`config.mk`:
```
export PLATFORM = sky130hd
export DESIGN_NAME = sort_mem_arbiter
export DESIGN_NICKNAME = d
export VERILOG_FILES = /design/src/rtl/sort_mem_arbiter.sv
export SDC_FILE = /design/constraint.sdc
export NUM_CORES = 1
export LEC_CHECK = 0
export CAP_MARGIN = 30
export CORE_AREA = 2 2 101 103
export CTS_CLUSTER_SIZE = 14
export DETAILED_ROUTE_END_ITERATION = 8
export DIE_AREA = 0 0 103 105
export GPL_TIMING_DRIVEN = 0
export PLACE_DENSITY_LB_ADDON = 0.25
export SLEW_MARGIN = 20
export SYNTH_ARGS = -nofsm -noshare
export SYNTH_HDL_FRONTEND = slang
export SYNTH_SLANG_ARGS = --single-unit
```
`constraint.sdc`:
```
create_clock -name clk -period 2.2 [get_ports clk]
set_clock_uncertainty 0.05 [all_clocks]
set_input_delay 0.66 -clock clk [delete_from_list [all_inputs] [get_ports clk]]
set_output_delay 0.66 -clock clk [all_outputs]
set_load 0.02 [all_outputs]
```
`src/rtl/sort_mem_arbiter.sv`:
```
// Time-shares the sorter RAM between host port (IDLE) and sort engine (START/SORT); ownership follows registered state.
// Host is granted combinationally in IDLE only, with no queueing; the optional watchdog is enabled by SORT_WDT_EN.
module sort_mem_arbiter #(
    parameter int          AW        = 8,
    parameter int          DW        = 32,
    parameter logic [15:0] WDT_LIMIT = 16'hFFFF
) (
    input  logic          clk,
    input  logic          rst,
    input  logic          run,
    input  logic          h_req,
    input  logic          h_we,
    input  logic [AW-1:0] h_addr,
    input  logic [DW-1:0] h_din,
    output logic          h_gnt,
    output logic [DW-1:0] h_dout,
    output logic          e_start,
    input  logic          e_done,
    output logic          e_abort,
    input  logic          e_we,
    input  logic [AW-1:0] e_a,
    input  logic [DW-1:0] e_d,
    input  logic [AW-1:0] e_dpra,
    output logic          m_we,
    output logic [AW-1:0] m_a,
    output logic [DW-1:0] m_d,
    output logic [AW-1:0] m_dpra,
    input  logic [DW-1:0] m_spo,
    input  logic [DW-1:0] m_dpo,
    output logic          done,
    output logic [15:0]   cycles,
    output logic          timeout
);
    typedef enum logic [1:0] {S_IDLE, S_START, S_SORT} state_t;

    state_t      r_state;
    state_t      w_state_nxt;
    logic        r_run_q;
    logic [15:0] r_cycles;
    logic [15:0] w_cyc_inc;
    logic        w_run_ps;
    logic        w_wdt_hit;
    logic        w_unused;

    assign w_run_ps  = run & ~r_run_q;
    assign w_cyc_inc = (r_cycles == 16'hFFFF) ? r_cycles : r_cycles + 16'd1;
    assign cycles    = r_cycles;

`ifdef SORT_WDT_EN
    logic r_timeout;

    // Fires in the SORT cycle whose count reaches the limit, so the reported count equals the limit.
    assign w_wdt_hit = (r_state == S_SORT) && !e_done && (w_cyc_inc == WDT_LIMIT);
    assign e_abort   = w_wdt_hit;
    assign timeout   = r_timeout;
    assign w_unused  = ^m_dpo;

    always_ff @(posedge clk) begin
        if (rst)                       r_timeout <= 1'b0;
        else if (r_state == S_START)   r_timeout <= 1'b0;
        else if (w_wdt_hit)            r_timeout <= 1'b1;
    end
`else
    assign w_wdt_hit = 1'b0;
    assign e_abort   = 1'b0;
    assign timeout   = 1'b0;
    assign w_unused  = ^{m_dpo, WDT_LIMIT};
`endif

    always_ff @(posedge clk) begin
        if (rst) begin
            r_state  <= S_IDLE;
            r_run_q  <= 1'b1;
            r_cycles <= 16'd0;
        end else begin
            r_state <= w_state_nxt;
            r_run_q <= run;
            if (r_state == S_START)     r_cycles <= 16'd0;
            else if (r_state == S_SORT) r_cycles <= w_cyc_inc;
        end
    end

    always_comb begin
        w_state_nxt = r_state;
        done        = 1'b0;
        e_start     = 1'b0;
        h_gnt       = 1'b0;
        h_dout      = '0;
        m_we        = e_we;
        m_a         = e_a;
        m_d         = e_d;
        m_dpra      = e_dpra;
        case (r_state)
            S_IDLE: begin
                done   = 1'b1;
                h_gnt  = h_req;
                h_dout = m_spo;
                m_we   = h_we & h_req;
                m_a    = h_addr;
                m_d    = h_din;
                m_dpra = '0;
                if (w_run_ps) w_state_nxt = S_START;
            end
            S_START: begin
                e_start     = 1'b1;
                w_state_nxt = S_SORT;
            end
            S_SORT: begin
                if (e_done || w_wdt_hit) w_state_nxt = S_IDLE;
            end
            default: w_state_nxt = S_IDLE;
        endcase
    end
endmodule

```
==> run summary <==
The run finished, with violations left. The checks that failed: setup timing. The minimum setup slack in the final design is -11.2 ps.

The HPWL after detailed placement came out at about 8400 um. The maximum fanout count along the critical path came out at 10. The total wirelength of the detailed-routed design is between 9000 and 10000 um. The number of antenna violations at the first check in global routing is 0.

The number of buffers added on ports is about 230. Setup repair after global routing could not meet its margin everywhere. The first detailed-routing pass took 4 iterations. The tree is rooted in a clkbuf_8. The critical path in this run is classified as register to output port. The placement row count came out at 36. Of all flip-flops after synthesis, the portion carrying an async set or reset was 0.

Walking the worst path, the cells encountered are nor2_4 -> buf_12 -> buf_12 -> mux2_2 -> buf_2. After detailed routing, the average wire length per cell comes to 16.7 um. The final weighted congestion in routability-driven placement came out at 0.764. The y dimension of the die is between 100 and 150 um. Summing over every cut layer, the via total after detailed routing is between 2k and 3k. The library cell used most frequently in the layout, excluding fill and tap cells, is clkdlybuf4s50_1.

The insertion delay to the later sink of the worst-skew pair came out at 260 ps. The largest net degree at the start of global routing is 12. Of the available clock period, the critical path in the final layout requires 1.01. The number of synthesized flops with an enable pin came out at 0. The reported max-cap violation count is 0. The total area inside the core boundary comes to roughly 0.0096 mm2.

The CTS tree is done. After the first detailed-routing iteration, the DRC count stood at 77. The total clock buffers created by CTS came out at 3. After clock tree synthesis, the clock-pin slew on the worst setup and hold paths is roughly 80 ps. The maximum level of the CTS H-tree came out at 1. The post-synthesis cell count came out at approximately 210.

Headroom to the max-slew limit came out at 0.637. In this run the static leakage power is 2.01 nW. The cell repeated most along the worst path is buf_12. The number of pins exceeding their max-slew limit in the final report is 0. The number of nets with antenna violations after routing is 0.

The die area is 0.0108 mm2. On the critical path, the stage with the largest delay is an instance of dfxtp_4. The fraction of final layout cells sized beyond drive strength 1 came out at 0.377. The final hold slack came out at 484 ps. The wire length of the first global-routing pass is 14600 um. The via density per instance came out at about 4.4. The maximum clock frequency came out at 452 MHz. The total of endpoints with negative setup slack in the final report is 15. The area of the mapped netlist came out at 0.00181 mm2. The shortest period the worst path allows came out at 2210 ps.

The endpoint required time on the critical path came out at 1490 ps. The die is 103 um wide. In the layout the commonest cells are 129 x clkdlybuf4s50_1, 42 x buf_6, 31 x buf_2. The number of diodes came out at 0. After the last flow step, the layout net total stands at 614.

The synthesized design contains 19 register bits. The worst stage delay on the critical path is 370 ps. The initial cell density of the core came out at 0.187. The area added between synthesis and finish is 149%. For this run, the total global-route usage over all layers was measured as 0.176. The number of hold violations in the final report is 0. The number of buffers and inverters on the critical path is 3. The number of fillers in the final layout came out at just under 1k. The path category of the worst min-delay check is register to register. The number of global-route vias before repair came out at 2666. Data on the critical path arrives at its endpoint at 1500 ps. STA classifies the critical path endpoint as an output port.

The number of clock sinks came out at 19. The total power draw is 0.00139 W. For this run, the register share of the synthesized area comes to 0.211. The count of different cell masters after synthesis is 37. In this run the power density over the cells is 309 mW/mm2. The number of design rule violations left after detail routing came out at 0. The worst setup path is launched from a register. The post-layout utilization of the core came out at 0.466.

In this design, the largest share of critical-path delay is due to buffers and inverters. VDD sags by at most 0.000179 V. The Yosys step of the flow raised 0 warnings. The top-level I/O count is ~260. The slew at the pin closest to its max-slew limit came out at 540 ps.

The total overflow reported by the global router came out at 0. Each instance of the synthesized netlist takes up on average 8.48 um2. For this run, the leading register cell type out of synthesis is dfxtp_1.

OpenSTA, run right after detailed placement, puts the worst setup slack at -761 ps. The maximum count of clock buffers along a single path is 2.
worst min-delay path, cell delays in order, from the launching register on:
cell	delay (ps)
dfxtp_1	360
o31ai_1	80
a21oi_1	60
report_power, final:
part / switching [W] / total (W) / internal (W) / leakage [nW]
logic: 0.000313 / 0.000787 / 0.000474 / 1.83
registers: 0.00000307 / 0.000349 / 0.000345 / 0.155
clock network: 0.000127 / 0.000253 / 0.000126 / 0.0255
per-stage QoR:
step / instances / TNS (ps) / instance area (um2)
final: 586 / -88.7 / 4490
after global placement: 573 / -48980 / 4240
after global routing: 586 / -1150 / 4490
after CTS: 588 / -4510 / 4320
after detailed placement: 573 / -47380 / 4240
after floorplan: 214 / 0 / 1810
cell type report:
cell class / instances / area [um2] / area share
clock inverters: 1 / 5.00 / 0.00111
plain buffers: 12 / 146 / 0.0326
clock buffers: 3 / 41.3 / 0.00920
multi-input cells: 180 / 1460 / 0.325
repair buffers: 237 / 2280 / 0.508
inverters: 1 / 3.75 / 0.000836
well taps: 133 / 166 / 0.0371
flip-flops and latches: 19 / 385 / 0.0858
path summary, 6_finish.rpt:
check | from | endpoint | slack [ps] | cells after the start
worst min register to register | cycles[13] | cycles[13] | 480 | 2
worst max register to register | cycles[0] | cycles[1] | 360 | 5
worst max-delay path | r_state[1] | m_d[17] | -10 | 5
worst min-delay path | cycles[13] | cycles[13] | 480 | 2
synth_stat cells, types with 3 or more instances:
library cell  count  area (um2)
nand4_1           4        25.0
nand2_1           4        15.0
dfxtp_1          19         380
o21a_1            3        22.5
nor2_1           10        37.5
clkbuf_1          6        22.5
a21oi_1          11        55.1
nor2b_1          11        68.8
or4_1             4        30.0
o31ai_1           4        30.0
and2_1           34         213
buf_4             3        22.5
and4_1            3        26.3
buf_2             5        25.0
o21ai_0           9        45.0
and3_1            4        25.0
or3_1             5        31.3
nand3_1           9        45.0
nor3_1            3        15.0
mux2_2           40         450
kinds of logic after synthesis:
group / share of synthesized area
AND/OR/NAND/NOR: 0.369
multiplexers: 0.255
AO/OA/AOI/OAI: 0.111
flip-flops: 0.211
buffers and inverters: 0.0409
adder cells (fa/ha/maj): 0.00693
other: 0.00208
XOR/XNOR: 0.00485
registers in the layout (all words and copies together) (netlist names):
| name | flops |
|---|---|
| r_run_q | 1 |
| r_state | 2 |
| cycles | 16 |
per-layer routing:
layer,part of all wire,vias up,GRT usage
li1,-,1254,-
met1,0.37,1195,0.196
met2,0.54,100,0.318
met3,0.076,12,0.0528
met4,0.021,0,0.0470
met5,0,-,0
timing repair:
item,CTS,global route
buffers inserted,8,1
pin swaps,1,5
resized for setup,457,63
cloned,3,0
hold buffers,0,0
endpoints found under the setup margin,84,70
Note: power is estimated with default switching activity, not from simulation.
